==> config.mk <==
export PLATFORM = sky130hd
export DESIGN_NAME = sipo_deserializer_rx_flat
export DESIGN_NICKNAME = d
export VERILOG_FILES = /design/src/rtl/sipo_deserializer_rx_if.sv /design/src/rtl/sipo_deserializer_rx.sv /design/src/flat_wrapper.sv
export SDC_FILE = /design/constraint.sdc
export NUM_CORES = 1
export LEC_CHECK = 0
export ABC_AREA = 0
export CAP_MARGIN = 10
export CORE_AREA = 4 4 41 43
export CTS_CLUSTER_DIAMETER = 50
export DETAILED_ROUTE_END_ITERATION = 7
export DIE_AREA = 0 0 45 47
export DONT_BUFFER_PORTS = 1
export PLACE_DENSITY = 0.51
export SLEW_MARGIN = 0
export SYNTH_ARGS = -nofsm -noshare
export SYNTH_HDL_FRONTEND = slang
export SYNTH_SLANG_ARGS = --single-unit
==> constraint.sdc <==
create_clock -name Clk_In -period 3 [get_ports Clk_In]
set_input_delay 0.45 -clock Clk_In [delete_from_list [all_inputs] [get_ports Clk_In]]
set_output_delay 0.45 -clock Clk_In [all_outputs]
set_load 0.02 [all_outputs]
==> src/rtl/sipo_deserializer_rx_if.sv <==
`default_nettype none
// ============================================================================
//  Module      : sipo_deserializer_rx_if
//  Description : Signal bundle between a serial link source/parallel consumer
//                and the SIPO deserializer.
//                slave  - the deserializer's view (serial in, parallel out)
//                master - the driver/consumer view (serial out, parallel in)
//  Signals     : Enable_In, Frame_Start_In, Shift_Data_Signal_In,
//                Serial_Data_In, Data_Ready_In            (towards deserializer)
//                Parallel_Data_Out, Data_Valid_Out, Bit_Count_Out,
//                Overrun_Error_Out                        (from deserializer)
//  Revision    : 1.0 - initial release
// ============================================================================
interface sipo_deserializer_rx_if #(
    parameter int DATA_WIDTH = 4
);
    localparam int c_CNT_W = $clog2(DATA_WIDTH);

    logic                  Enable_In;
    logic                  Frame_Start_In;
    logic                  Shift_Data_Signal_In;
    logic                  Serial_Data_In;
    logic                  Data_Ready_In;
    logic [DATA_WIDTH-1:0] Parallel_Data_Out;
    logic                  Data_Valid_Out;
    logic [c_CNT_W-1:0]    Bit_Count_Out;
    logic                  Overrun_Error_Out;

    modport slave (
        input  Enable_In,
        input  Frame_Start_In,
        input  Shift_Data_Signal_In,
        input  Serial_Data_In,
        input  Data_Ready_In,
        output Parallel_Data_Out,
        output Data_Valid_Out,
        output Bit_Count_Out,
        output Overrun_Error_Out
    );

    modport master (
        output Enable_In,
        output Frame_Start_In,
        output Shift_Data_Signal_In,
        output Serial_Data_In,
        output Data_Ready_In,
        input  Parallel_Data_Out,
        input  Data_Valid_Out,
        input  Bit_Count_Out,
        input  Overrun_Error_Out
    );
endinterface
`default_nettype wire

==> src/rtl/sipo_deserializer_rx.sv <==
`default_nettype none
// ============================================================================
//  Module      : sipo_deserializer_rx
//  Description : Serial-in parallel-out receiver. Samples one bit per strobe,
//                assembles DATA_WIDTH-bit words and hands them to a one-entry
//                output register with a valid/ready handshake. A completed
//                word arriving while the register is still occupied (and not
//                being drained) is dropped and flagged with a one-cycle
//                overrun pulse.
//  Ports       : Clk_In    - clock, all logic on the rising edge
//                Reset_In  - asynchronous active-low reset
//                bus       - sipo_deserializer_rx_if.slave (serial strobe/data,
//                            enable, frame resync, parallel word handshake,
//                            bit count, overrun flag)
//  Parameters  : DATA_WIDTH (>= 2), MSB_FIRST (1: first bit -> MSB)
//  Revision    : 1.0 - initial release
// ============================================================================
module sipo_deserializer_rx #(
    parameter int DATA_WIDTH = 4,
    parameter bit MSB_FIRST  = 1'b1
) (
    input  wire logic             Clk_In,
    input  wire logic             Reset_In,
    sipo_deserializer_rx_if.slave bus
);

    localparam int                 c_CNT_W = $clog2(DATA_WIDTH);
    localparam logic [c_CNT_W-1:0] c_LAST  = c_CNT_W'(DATA_WIDTH - 1);
    localparam logic [c_CNT_W-1:0] c_ONE   = c_CNT_W'(1);

    typedef enum logic [0:0] {
        S_EMPTY = 1'b0,
        S_FULL  = 1'b1
    } state_t;

    state_t                r_state;
    state_t                w_state_next;
    logic [DATA_WIDTH-1:0] r_sr;
    logic [c_CNT_W-1:0]    r_count;
    logic [DATA_WIDTH-1:0] r_data;
    logic                  r_overrun;

    logic                  w_shift;
    logic                  w_frame;
    logic                  w_complete;
    logic [DATA_WIDTH-1:0] w_sr_base;
    logic [DATA_WIDTH-1:0] w_shifted;
    logic [DATA_WIDTH-1:0] w_sr_next;
    logic [c_CNT_W-1:0]    w_count_next;
    logic                  w_load;
    logic                  w_overrun;

    // Enable gates the serial side only; the consumer handshake stays live.
    assign w_shift = bus.Enable_In & bus.Shift_Data_Signal_In;
    assign w_frame = bus.Enable_In & bus.Frame_Start_In;

    // A resync restarts from an empty word, so a strobe in the same cycle
    // shifts into a cleared register and can never complete a word.
    assign w_sr_base  = w_frame ? '0 : r_sr;
    assign w_complete = w_shift & ~w_frame & (r_count == c_LAST);

    if (MSB_FIRST) begin : g_msb_first
        assign w_shifted = {w_sr_base[DATA_WIDTH-2:0], bus.Serial_Data_In};
    end else begin : g_lsb_first
        assign w_shifted = {bus.Serial_Data_In, w_sr_base[DATA_WIDTH-1:1]};
    end

    assign w_sr_next = w_shift ? w_shifted : w_sr_base;

    always_comb begin
        w_count_next = r_count;
        if (w_frame) begin
            w_count_next = w_shift ? c_ONE : '0;
        end else if (w_shift) begin
            w_count_next = (r_count == c_LAST) ? '0 : r_count + c_ONE;
        end
    end

    // Shift register and bit counter
    always_ff @(posedge Clk_In or negedge Reset_In) begin
        if (!Reset_In) begin
            r_sr    <= '0;
            r_count <= '0;
        end else if (w_shift || w_frame) begin
            r_sr    <= w_sr_next;
            r_count <= w_count_next;
        end
    end

    // Output state register
    always_ff @(posedge Clk_In or negedge Reset_In) begin
        if (!Reset_In) begin
            r_state <= S_EMPTY;
        end else begin
            r_state <= w_state_next;
        end
    end

    // Output next-state logic
    always_comb begin
        w_state_next = r_state;
        w_load       = 1'b0;
        w_overrun    = 1'b0;
        case (r_state)
            S_EMPTY: begin
                if (w_complete) begin
                    w_state_next = S_FULL;
                    w_load       = 1'b1;
                end
            end
            S_FULL: begin
                if (w_complete) begin
                    // Draining and refilling in one cycle is lossless;
                    // otherwise the held word wins and the new one is lost.
                    if (bus.Data_Ready_In) begin
                        w_load = 1'b1;
                    end else begin
                        w_overrun = 1'b1;
                    end
                end else if (bus.Data_Ready_In) begin
                    w_state_next = S_EMPTY;
                end
            end
            default: begin
                w_state_next = S_EMPTY;
            end
        endcase
    end

    // Output word register and registered overrun pulse
    always_ff @(posedge Clk_In or negedge Reset_In) begin
        if (!Reset_In) begin
            r_data    <= '0;
            r_overrun <= 1'b0;
        end else begin
            r_overrun <= w_overrun;
            if (w_load) begin
                r_data <= w_shifted;
            end
        end
    end

    assign bus.Parallel_Data_Out = r_data;
    assign bus.Data_Valid_Out    = (r_state == S_FULL);
    assign bus.Bit_Count_Out     = r_count;
    assign bus.Overrun_Error_Out = r_overrun;

endmodule
`default_nettype wire

==> src/flat_wrapper.sv <==
// flat-port wrapper written by rule: the top's interface ports become plain ports
module sipo_deserializer_rx_flat 
#(
    parameter int DATA_WIDTH = 4,
    parameter bit MSB_FIRST  = 1'b1
)
  (Clk_In, Reset_In, bus_Enable_In, bus_Frame_Start_In, bus_Shift_Data_Signal_In, bus_Serial_Data_In, bus_Data_Ready_In, bus_Parallel_Data_Out, bus_Data_Valid_Out, bus_Bit_Count_Out, bus_Overrun_Error_Out);
  sipo_deserializer_rx_if #(.DATA_WIDTH(DATA_WIDTH)) bus_i ();
  input  wire logic Clk_In;
  input  wire logic Reset_In;
  input wire logic [$bits(bus_i.Enable_In)-1:0] bus_Enable_In;
  input wire logic [$bits(bus_i.Frame_Start_In)-1:0] bus_Frame_Start_In;
  input wire logic [$bits(bus_i.Shift_Data_Signal_In)-1:0] bus_Shift_Data_Signal_In;
  input wire logic [$bits(bus_i.Serial_Data_In)-1:0] bus_Serial_Data_In;
  input wire logic [$bits(bus_i.Data_Ready_In)-1:0] bus_Data_Ready_In;
  output wire logic [$bits(bus_i.Parallel_Data_Out)-1:0] bus_Parallel_Data_Out;
  output wire logic [$bits(bus_i.Data_Valid_Out)-1:0] bus_Data_Valid_Out;
  output wire logic [$bits(bus_i.Bit_Count_Out)-1:0] bus_Bit_Count_Out;
  output wire logic [$bits(bus_i.Overrun_Error_Out)-1:0] bus_Overrun_Error_Out;
  assign bus_i.Enable_In = bus_Enable_In;
  assign bus_i.Frame_Start_In = bus_Frame_Start_In;
  assign bus_i.Shift_Data_Signal_In = bus_Shift_Data_Signal_In;
  assign bus_i.Serial_Data_In = bus_Serial_Data_In;
  assign bus_i.Data_Ready_In = bus_Data_Ready_In;
  assign bus_Parallel_Data_Out = bus_i.Parallel_Data_Out;
  assign bus_Data_Valid_Out = bus_i.Data_Valid_Out;
  assign bus_Bit_Count_Out = bus_i.Bit_Count_Out;
  assign bus_Overrun_Error_Out = bus_i.Overrun_Error_Out;
  sipo_deserializer_rx #(.DATA_WIDTH(DATA_WIDTH), .MSB_FIRST(MSB_FIRST)) u_core (.Clk_In(Clk_In), .Reset_In(Reset_In), .bus(bus_i));
endmodule
# Word-level counts from Yosys, hierarchy flattened
# Cells that the tools add are included.
# word_totals
reg_bits	11
inputBits	7
word_cells	31
out_inout_bits	8
# classes
addsub	1
n_eq_ne	1
n_mux	15
bitwise_logic	6
n_reduce_logical	3
# op_table
cell	count
$mux 1	8
$mux 2	3
$mux 3	2
$and 1x1->1	4
$pmux 1 s2	2
$add 2x1->2 const B	1
$eq 2x2->1 const B	1
$not 1->1	2
$reduce_and 2->1	1
$reduce_bool 2->1	1
$logic_or 1x1->1	1

# Depth between registers and ports, before layout
# Gate-level depths: netlist (run 1).
# logic_depth
word_depth	6
mapped_depth	5
depth_no_buf	4

# Worst setup path before layout (run 1)
# OpenSTA, ideal clock, no wires.
# synth_path
path_type	reg-to-reg
from	reg u_core.r_count[0] (netlist: u_core.bus.Bit_Count_Out[0])
to	reg u_core.r_data[0] (netlist: u_core.bus.Parallel_Data_Out[0])
slack_ns	1.524
t_required_ns	2.875
setup_ns	0.125
n_path_buf	1
synth_period_minus_slack_ns	1.476
path_stages_with_launch	6
arrival_ns	1.351
cell_sequence	dfrtp_1 -> ha_1 -> nand4b_2 -> nor2b_2 -> buf_6 -> mux2_4
# synth_between
elab_chain_cells	4
word_cells_on_any_way	5
classes_between	1 x eq/ne; 3 x mux; 1 x bitwise
# synth_lines
item	line	text
start: declaration	sipo_deserializer_rx.sv:39	logic [c_CNT_W-1:0] r_count;
start signal: assignment	sipo_deserializer_rx.sv:86	r_count <= w_count_next;
$eq 2x2->1 (*)	sipo_deserializer_rx.sv:60	assign w_complete = w_shift & ~w_frame & (r_count == c_LAST);
$and 1x1->1 (*)	sipo_deserializer_rx.sv:60	
$mux 1 (on tied branches)	sipo_deserializer_rx.sv:112, sipo_deserializer_rx.sv:106	
$pmux 1 s2 (*)	sipo_deserializer_rx.sv:104	case (r_state)
end signal: assignment	sipo_deserializer_rx.sv:138	r_data <= w_shifted;
end: declaration	sipo_deserializer_rx.sv:40	logic [DATA_WIDTH-1:0] r_data;
# Mark *: on every way between the ends. The rest lies on a longest branch, timed or not.
# A chain may end at the register's enable or synchronous reset.

# Worst setup path in the final report (run 1)
# Same ends and word-level chain as after synthesis.

==> results of run 1 <==
[logic make-up (layout without fill, tap and decap cells)]
logic type	after synthesis	in the layout	share of synthesized area, %
simple gates	14	14	15.1
compound gates	6	6	9.79
flops	11	11	58.2
buf+inv	4	8	4.76
fa+ha+maj	1	1	2.65
mux	4	4	9.52
[what timing repair did]
item                      CTS  global route
hold endpoints to repair   11             0
hold buffers                1             0
gates resized for setup     0             0
[placed cells by master (no fill, tap or decap)]
cell / count
ha_1: 1
nand2_1: 7
a32o_1: 1
nor2b_2: 1
inv_1: 3
a22o_1: 3
mux2_4: 1
nor2_1: 4
mux2i_1: 3
o21ai_1: 1
nand2b_1: 1
dfrtp_1: 11
clkbuf_4: 3
o21ai_0: 1
clkbuf_1: 1
dlygate4sd3_1: 1
nand4b_2: 1
[synth_stat cells]
cell,number
a32o_1,1
nand4b_2,1
buf_6,1
nand2b_1,1
o21ai_1,1
mux2i_1,3
mux2_4,1
dfrtp_1,11
ha_1,1
nand2_1,7
o21ai_0,1
nor2_1,4
inv_1,3
a22o_1,3
nor2b_2,1
[power groups by stage]
stage,sequential (mW),clock (mW),combinational (mW)
after floorplan,0.213,0,0.0290
final,0.215,0.0992,0.0380
after global placement,0.218,0,0.0324
after detailed placement,0.219,0,0.0348
after global routing,0.219,0.113,0.0449
after CTS,0.217,0.102,0.0392
[worst max-delay path, cell delays in order, from the launching register on]
cell and delay (ns):
dfrtp_1 0.50, ha_1 0.25, nand4b_2 0.15, nor2b_2 0.29, mux2_4 0.33
[layer usage]
| metal | GRT usage [%] | vias up | share of wire [%] |
|---|---|---|---|
| met3 | 6.13 | 2 | 10 |
| met4 | 7.02 | 0 | 1.0 |
| met1 | 10.6 | 144 | 39 |
| met2 | 16.1 | 11 | 50 |
| li1 | - | 143 | - |
| met5 | 0 | - | 0 |
[worst paths after layout]
| path | startpoint | to | slack [ns] | depth (start not counted) |
|---|---|---|---|---|
| hold / removal | bus_Serial_Data_In | u_core.bus.Parallel_Data_Out[0]$_DFFE_PN0P_ | 0.33 | 1 |
| max in group asynchronous | Reset_In | u_core.bus.Bit_Count_Out[0]$_DFFE_PN0P_ | 2.07 | 1 |
| min in group asynchronous | Reset_In | u_core.bus.Parallel_Data_Out[2]$_DFFE_PN0P_ | 0.59 | 1 |
| setup reg to reg | u_core.bus.Bit_Count_Out[0]$_DFFE_PN0P_ | u_core.bus.Parallel_Data_Out[0]$_DFFE_PN0P_ | 1.38 | 4 |
| hold reg to reg | u_core.r_sr[2]$_DFFE_PN0P_ | u_core.r_sr[2]$_DFFE_PN0P_ | 0.51 | 1 |
| setup / recovery | u_core.bus.Bit_Count_Out[0]$_DFFE_PN0P_ | u_core.bus.Parallel_Data_Out[0]$_DFFE_PN0P_ | 1.38 | 4 |
[stage by stage]
| step | cell area (um2) | setup slack, ns | total power, mW | cells |
|---|---|---|---|---|
| after floorplan | 473 | 1.52 | 0.242 | 40 |
| after global placement | 480 | 1.41 | 0.250 | 54 |
| after detailed placement | 480 | 1.38 | 0.254 | 54 |
| after CTS | 517 | 1.37 | 0.358 | 59 |
| after global routing | 517 | 1.33 | 0.377 | 59 |
| final | 517 | 1.38 | 0.353 | 59 |
[sequential cells by signal, summed over array words and instances, names as in the netlist]
name and flops:
u_core.bus.Overrun_Error_Out 1, u_core.bus.Bit_Count_Out 2, u_core.r_sr 3, u_core.bus.Parallel_Data_Out 4
u_core.bus.Data_Valid_Out 1
[area by class of cell]
cell class,count,area [um2]
repair buffers,1,10.0
clock buffers,4,26.3
multi-input cells,25,175
well taps,15,18.8
inverters,3,11.3
fillers,149,785
flip-flops and latches,11,275
==> run_results.csv, run 1 <==
group,metric,value,unit
logic_synthesis,ys_types,15,
grt,grt_pass1_wl,1.48,mm
placed_design,gp_congestion,0.719,
power,p_switching,0.111,mW
timing,finalHoldViolCount,0,
timing,final.setup_skew,0.00366,ns
routing,dr.first_iter.drc_count,1,
routing,vias,300,
grt,grt_start_max_net_pins,12,
clock_tree,tritoncts,"yes",
routing,via_per_inst,5.08,
timing,period_minus_slack,1.62,ns
clock_tree,worstSkewPairLatency,0.26,ns
logic_synthesis,synth_cells,40,
logic_synthesis,synth_top_area_share,58.2,%
timing,fmax,617,MHz
power,clockPowerShare,28.1,%
power,powerDensity,682,nW/um2
layout,num_antenna_cells,0,
logic_synthesis,ys_seq_area_share,58.2,%
power,internal-power,0.242,mW
setup_path,required,3.15,ns
routing,drt-total-wl,880,um
power,p_seq_share,61.1,%
floorplanning,io_pins,15,
setup_path,critPathLaunchType,"flip-flop",
placed_design,dp_hpwl,691,um
clock_tree,clk_pin_slew,0.07,ns
timing,slew_viol_final,0,
logic_synthesis,synth_nets,48,
power,peakVddDrop,0.194,mV
logic_synthesis,synth_area,473,um2
floorplanning,rows,13,
routing,ant_nets,0,
worst_hold_path,hp-class,"input port to flip-flop",
timing,slew_headroom,66.1,%
grt,grtUsageTotal,10.4,%
logic_synthesis,syn_area_per_cell,11.8,um2
timing,fin_crit_sh,54.0,%
setup_path,critPathCaptureType,"flip-flop",
clock_tree,h-tree-depth,1,
logic_synthesis,yosys.area.top_type,"dfrtp_1",
clock_tree,postCtsSetupBuffers,0,
grt,grt_overflow,0,
power,comb_power_share,10.8,%
clock_tree,cts_made_buffers,3,
placed_design,io_buffers,0,
floorplanning,die_area,2120,um2
floorplanning,start_util,36.3,%
grt,grt_pass1_vias,341,
power,sw_frac_of_total,31.4,%
clock_tree,cts.sinks,11,
timing,holdWs,0.328,ns
timing,setup_viol,0,
setup_path,path_class,"flip-flop to flip-flop",
routing,wl_per_cell,14.9,um
timing,rsz0062_at_grt,"false",
layout,finish.utilization,39.7,%
logic_synthesis,yosys_warnings,0,
floorplanning,core-area,1300,um2
setup_path,critPathArrivalTime,1.77,ns
timing,tightest_slew,0.506,ns
floorplanning,die_height,47,um
logic_synthesis,synth-seq-cells,11,
grt,antenna_found_initial,0,
setup_path,path_max_fanout,4,
layout,syn2layout_area_growth,9.26,%
flow_run,drv_cap,0,
timing,setup_tns,0,ns
layout,drive_above_1_share,13.6,%
logic_synthesis,synth.area.top_cells,"dfrtp_1 (58%), mux2i_1 (6.3%), nand2_1 (5.6%)",
layout,nets,53,
routing,drc_errors,0,
status,status,"complete, no violations",
clock_tree,cts-root-buf,"clkbuf_4",
floorplanning,fp.dieW,45,um
clock_tree,clockBufferDepth,2,
routing,dr.pass1.iters,2,
power,leakage,0.257,nW
Note: power is estimated with default switching activity, not from simulation.
==> run 2, diff against run 1 <==
--- a/config.mk
+++ b/config.mk
@@ -5,14 +5,14 @@
 export SDC_FILE = /design/constraint.sdc
 export NUM_CORES = 1
 export LEC_CHECK = 0
-export ABC_AREA = 0
+export ABC_AREA = 1
 export CAP_MARGIN = 10
 export CORE_AREA = 4 4 41 43
 export CTS_CLUSTER_DIAMETER = 50
 export DETAILED_ROUTE_END_ITERATION = 7
 export DIE_AREA = 0 0 45 47
 export DONT_BUFFER_PORTS = 1
-export PLACE_DENSITY = 0.51
+export PLACE_DENSITY = 0.54
 export SLEW_MARGIN = 0
 export SYNTH_ARGS = -nofsm -noshare
 export SYNTH_HDL_FRONTEND = slang
==> constraint.sdc (replaced) <==
create_clock -name Clk_In -period 1.6 [get_ports Clk_In]
set_input_delay 0.24 -clock Clk_In [delete_from_list [all_inputs] [get_ports Clk_In]]
set_output_delay 0.24 -clock Clk_In [all_outputs]
set_load 0.02 [all_outputs]
==> run 2 against run 1 <==
Sequential share of layout area decreased by 3.5 points. Non-clock buffer count is the same. Combinational power rose by 39%. Clock skew hardly changed. Hold slack worse by 0.22 ns. Sequential cell count unchanged.
==> run_results.csv, run 2 <==
group,metric,value,unit
status,status,"complete, no violations",
placed_design,io_buffers,0,
grt,grtUsageTotal,10.7,%
layout,multi_input_area,189,um2
routing,dr.first_iter.drc_count,9,
routing,wl_per_cell,11.8,um
setup_path,path_class,"flip-flop to flip-flop",
layout,instances_no_fill,77,
layout,num_antenna_cells,0,
layout,n_fill_cell,145,
worst_hold_path,min_path_cells,2,
floorplanning,die_height,47,um
routing,drt-total-wl,912,um
logic_synthesis,ys_types,13,
layout,largest_reg_flops,4,
floorplanning,start_util,38.3,%
grt,grt_overflow,0,
timing,worst_slack,0.391,ns
layout,drive_above_1_share,12.9,%
logic_synthesis,syn_area_per_cell,8.74,um2
floorplanning,core-area,1300,um2
logic_synthesis,synth_flop_cell,"dfrtp_1",
timing,slew_headroom,67.3,%
setup_path,critPathCaptureType,"flip-flop",
timing,final.setup_skew,0.00394,ns
placed_design,gp_congestion,0.758,
layout,nets,71,
logic_synthesis,synth_cells,57,
setup_path,path_max_fanout,4,
timing,rsz0062_at_grt,"false",
power,powerDensity,1040,nW/um2
logic_synthesis,synth_common_cells,"nand2_1 (17), dfrtp_1 (11), inv_1 (9)",
worst_hold_path,hp-class,"input port to flip-flop",
layout,final_cell_mix,"nand2_1 (17), dfrtp_1 (11), inv_1 (9), nand3_1 (5), nor2_1 (4)",
setup_path,r2r.worst_path.cells,5,
timing,setup_tns,0,ns
logic_synthesis,synth.most_common_cell,"nand2_1",
grt,grt_pass1_wl,1.57,mm
setup_path,cp_slowest_stage_delay,0.48,ns
logic_synthesis,ys_seq_area_share,55.3,%
logic_synthesis,synth.area.top_cells,"dfrtp_1 (55%), nand2_1 (13%), inv_1 (6.8%)",
setup_path,worstPathCellList,"ha_1, inv_1, nor2_2, nand3_1, nand2_1",
grt,grt_pass1_vias,352,
worst_hold_path,hold_end,"u_core.r_sr[0]$_DFFE_PN0P_",
grt,antenna_found_initial,0,
clock_tree,cts-root-buf,"clkbuf_4",
floorplanning,die_area,2120,um2
setup_path,required,1.81,ns
timing,slew_viol_final,0,
floorplanning,fp.dieW,45,um
clock_tree,post_cts_resized,0,
timing,period_minus_slack,1.21,ns
power,peakVddDrop,0.584,mV
timing,setup_viol,0,
logic_synthesis,synth_area,498,um2
logic_synthesis,async_reset_ff_share,100,%
grt,grt_start_max_net_pins,12,
clock_tree,tritoncts,"yes",
floorplanning,rows,13,
clock_tree,postCtsSetupBuffers,0,
layout,final-seq-area,275,um2
logic_synthesis,synth_top_area_share,55.3,%
routing,via_per_inst,4.73,
timing,finalHoldViolCount,0,
setup_path,rr_endpoint,"u_core.bus.Parallel_Data_Out[3]$_DFFE_PN0P_",
routing,dr.pass1.iters,6,
placed_design,placed_cells,72,
setup_path,critPathArrivalTime,1.42,ns
timing,tightest_slew,0.489,ns
setup_path,r2r-start,"u_core.bus.Bit_Count_Out[1]$_DFFE_PN0P_",
placed_design,dp_hpwl,720,um
timing,holdWs,0.105,ns
routing,vias,364,
setup_path,critPathLaunchType,"flip-flop",
layout,syn2layout_area_growth,11.1,%
clock_tree,hold_buffers,1,
logic_synthesis,yosys.area.top_type,"dfrtp_1",
logic_synthesis,synth_nets,65,
setup_path,critPathTopFamily,"flip-flops",
logic_synthesis,synth_edf_count,0,
setup_path,path_buf_inv,1,
worst_hold_path,min_from,"bus_Serial_Data_In",
clock_tree,clockBufferDepth,2,
layout,final_common_cell,"nand2_1",
clock_tree,cts.sinks,11,
power,leakage,0.294,nW
setup_path,r2r_slack,0.39,ns
floorplanning,io_pins,15,
clock_tree,worstSkewPairLatency,0.27,ns
flow_run,drv_cap,0,
logic_synthesis,synth-seq-cells,11,
setup_path,slowest_stage,"dfrtp_1",
timing,fmax,827,MHz
setup_path,startpoint,"u_core.bus.Bit_Count_Out[1]$_DFFE_PN0P_",
routing,drc_errors,0,
clock_tree,clk_pin_slew,0.07,ns
timing,fin_crit_sh,75.6,%
clock_tree,cts_made_buffers,3,
logic_synthesis,yosys_warnings,0,
routing,ant_nets,0,
placed_design,place_ws,0.385,ns
clock_tree,h-tree-depth,1,
power,total_power,0.574,mW
run 2: worst max-delay path by stage:
stage                                                        to  depth (start not counted)
floorplan                u_core.bus.Overrun_Error_Out$_DFF_PN0_                          5
global placement         u_core.bus.Overrun_Error_Out$_DFF_PN0_                          5
detailed placement  u_core.bus.Parallel_Data_Out[3]$_DFFE_PN0P_                          5
CTS                 u_core.bus.Parallel_Data_Out[3]$_DFFE_PN0P_                          5
global route             u_core.bus.Overrun_Error_Out$_DFF_PN0_                          5
finish              u_core.bus.Parallel_Data_Out[3]$_DFFE_PN0P_                          5
run 2: metal layers:
metal	share of wire [%]	global-route usage, %	vias up
li1	-	-	190
met1	45	12.7	161
met2	45	15.8	11
met3	9.4	6.90	2
met4	1.2	3.51	0
met5	0	0	-
run 2: power by group:
part	internal, mW	switching, mW	total, mW	leakage [nW]
sequential	0.300	0.0380	0.338	0.149
combinational	0.0199	0.0328	0.0527	0.130
clock	0.0965	0.0870	0.184	0.0150
run 2: logic make-up (layout without fill, tap and decap cells):
logic type	after synthesis	count (layout)	share of synthesized area, %
flops	11	11	55.3
buf+inv	9	14	6.78
fa+ha+maj	1	1	2.51
compound gates	4	4	4.52
simple gates	32	32	30.9
run 2: final cells by class:
| cell class | instances | area share (%) |
|---|---|---|
| inverter | 9 | 6.11 |
| timing repair buffer | 1 | 1.81 |
| sequential | 11 | 49.8 |
| tap | 15 | 3.39 |
| clock buffer | 4 | 4.75 |
| multi-input combinational | 37 | 34.2 |
run 2: stage by stage:
step / utilization, % / instance area, um2
after floorplan: - / 498
after global placement: 39.7 / 517
after detailed placement: 39.7 / 517
after CTS: 42.5 / 553
after global routing: 42.5 / 553
final: 42.5 / 553
==> run 3, diff against run 2 <==
--- a/config.mk
+++ b/config.mk
@@ -12,7 +12,7 @@
 export DETAILED_ROUTE_END_ITERATION = 7
 export DIE_AREA = 0 0 45 47
 export DONT_BUFFER_PORTS = 1
-export PLACE_DENSITY = 0.54
+export PLACE_DENSITY = 0.55
 export SLEW_MARGIN = 0
 export SYNTH_ARGS = -nofsm -noshare
 export SYNTH_HDL_FRONTEND = slang
==> constraint.sdc (replaced) <==
create_clock -name Clk_In -period 1 [get_ports Clk_In]
set_input_delay 0.15 -clock Clk_In [delete_from_list [all_inputs] [get_ports Clk_In]]
set_output_delay 0.15 -clock Clk_In [all_outputs]
set_load 0.02 [all_outputs]
==> run 3 against run 2 <==
Design area increased by 10%. Sequential share of layout area decreased by 4.3 points. Sequential power increased by 57%. Register-to-register slack got worse by 0.34 ns. Wire length increased by 12%. Total power increased by 69%. Cell count increased by 5.2%. Die area unchanged. Hold slack got worse by 0.091 ns. Count of clock-buffer cells in the layout unchanged. Critical path type is now flip-flop to output port.
==> run_results.csv, run 3 (synthesized netlist as in run 2, its figures left out) <==
group,metric,value,unit
grt,grt_pass1_wl,1.75,mm
routing,dr.first_iter.drc_count,5,
layout,largest_reg_flops,4,
power,powerDensity,1590,nW/um2
clock_tree,clk_pin_slew,0.07,ns
grt,grt_overflow,0,
setup_path,critPathLaunchType,"flip-flop",
floorplanning,fp.dieW,45,um
flow_run,drv_cap,0,
clock_tree,worstSkewPairLatency,0.27,ns
clock_tree,h-tree-depth,1,
grt,grt_start_max_net_pins,12,
routing,dr.pass1.iters,2,
timing,fmax,1010,MHz
grt,antenna_found_initial,0,
setup_path,cp.depth,1,
setup_path,critPathCapture,"bus_Bit_Count_Out[0]",
status,status,"complete, no violations",
setup_path,path_max_fanout,3,
floorplanning,die_area,2120,um2
grt,grtUsageTotal,12.1,%
routing,drt-total-wl,1.02,mm
routing,drc_errors,0,
timing,slew_viol_final,0,
layout,nets,75,
layout,stdcell_area,611,um2
layout,final_cell_mix,"nand2_1 (17), dfrtp_1 (9), inv_1 (8), nand3_1 (5), nor2_1 (4)",
grt,grt_pass1_vias,379,
placed_design,place_ws,0.0408,ns
setup_path,critPathArrivalTime,0.84,ns
clock_tree,postCtsSetupBuffers,0,
setup_path,required,0.85,ns
placed_design,gp_congestion,0.725,
worst_hold_path,hp-class,"input port to flip-flop",
floorplanning,die_height,47,um
timing,setup_tns,0,ns
timing,worst_slack,0.00779,ns
routing,vias,382,
floorplanning,core-area,1300,um2
layout,syn2layout_area_growth,22.6,%
setup_path,rr_endpoint,"u_core.bus.Parallel_Data_Out[2]$_DFFE_PN0P_",
setup_path,r2r.worst_path.cells,5,
setup_path,startpoint,"u_core.bus.Bit_Count_Out[0]$_DFFE_PN0P_",
layout,final_common_cell,"nand2_1",
clock_tree,tritoncts,"yes",
placed_design,dpl_cell_area,562,um2
clock_tree,cts.sinks,11,
placed_design,dp_hpwl,792,um
clock_tree,cts_made_buffers,3,
timing,tightest_slew,0.493,ns
power,peakVddDrop,0.732,mV
setup_path,critPathTopFamily,"flip-flops",
routing,wl_per_cell,12.6,um
setup_path,critPathCaptureType,"output port",
layout,drive_above_1_share,24.2,%
timing,final.setup_skew,0.000832,ns
setup_path,slowest_stage,"dfrtp_2",
setup_path,r2r-start,"u_core.bus.Bit_Count_Out[0]$_DFFE_PN0P_",
setup_path,path_class,"flip-flop to output port",
clock_tree,cts-root-buf,"clkbuf_4",
floorplanning,rows,13,
timing,setup_viol,0,
floorplanning,start_util,38.3,%
timing,period_minus_slack,0.992,ns
floorplanning,io_pins,15,
timing,rsz0062_at_grt,"true",
setup_path,cp_slowest_stage_delay,0.43,ns
placed_design,io_buffers,0,
timing,slew_headroom,67.0,%
power,leakage,0.312,nW
routing,via_per_inst,4.72,
timing,fin_crit_sh,99.2,%
routing,ant_nets,0,
clock_tree,clockBufferDepth,2,
setup_path,r2r_slack,0.05,ns
layout,num_antenna_cells,0,
timing,finalHoldViolCount,0,
setup_path,path_buf_inv,1,
setup_path,worstPathCellList,"buf_6",
[run 3: what timing repair did]
action | in CTS | in global routing
endpoints found under the setup margin | 2 | 7
endpoints found under the hold margin | 11 | 0
pin swaps | 1 | 0
resized for setup | 2 | 3
hold buffers | 1 | 0
[run 3: worst register-to-register path: stages, from the launching register on]
cell,delay (ns)
dfrtp_2,0.43
ha_4,0.18
inv_2,0.06
nor2_4,0.04
nand3_1,0.07
nand2_1,0.06
[run 3: through the flow]
stage / hold WS [ns] / power [mW] / util, % / std cells
6_report: 0.0144 / 0.970 / 46.9 / 81
3_3_place_gp: -0.145 / 0.653 / 43.2 / 76
5_1_grt: 0.00934 / 1.03 / 46.9 / 81
2_1_floorplan: -0.146 / 0.616 / - / 57
3_5_place_dp: -0.145 / 0.654 / 43.2 / 76
4_1_cts: 0.00335 / 0.986 / 46.5 / 81
[run 3: per-layer routing]
metal | vias up | global-route usage (%) | wire length [um]
met5 | - | 0 | 0
met1 | 169 | 14.6 | 438
li1 | 198 | - | -
met4 | 0 | 3.51 | 8
met2 | 13 | 17.2 | 459
met3 | 2 | 8.81 | 111
[run 3: how the worst min path moves through the flow]
stage                       start                                       to  slack [ns]  cells after the start
5_1_grt        bus_Serial_Data_In               u_core.r_sr[0]$_DFFE_PN0P_       0.009                      2
6_report       bus_Serial_Data_In               u_core.r_sr[0]$_DFFE_PN0P_        0.01                      2
4_1_cts        bus_Serial_Data_In               u_core.r_sr[0]$_DFFE_PN0P_       0.003                      2
3_3_place_gp             Reset_In               u_core.r_sr[1]$_DFFE_PN0P_       -0.15                      0
2_1_floorplan            Reset_In  u_core.bus.Bit_Count_Out[0]$_DFFE_PN0P_       -0.15                      0
3_5_place_dp             Reset_In               u_core.r_sr[2]$_DFFE_PN0P_       -0.15                      0
[run 3: cell type report]
type,instances,area (um2)
Fill cell,133,691
Sequential cell,11,278
Multi-Input combinational cell,37,206
Timing Repair Buffer,5,47.5
Inverter,9,33.8
Clock buffer,4,26.3
Tap cell,15,18.8
[run 3: report_power, final]
part           internal (mW)  total (mW)  leakage (nW)  switching [mW]
clock                  0.154       0.303        0.0150           0.149
sequential             0.482       0.532         0.146          0.0501
combinational         0.0566       0.135         0.151          0.0780
total                  0.693       0.970         0.312           0.277
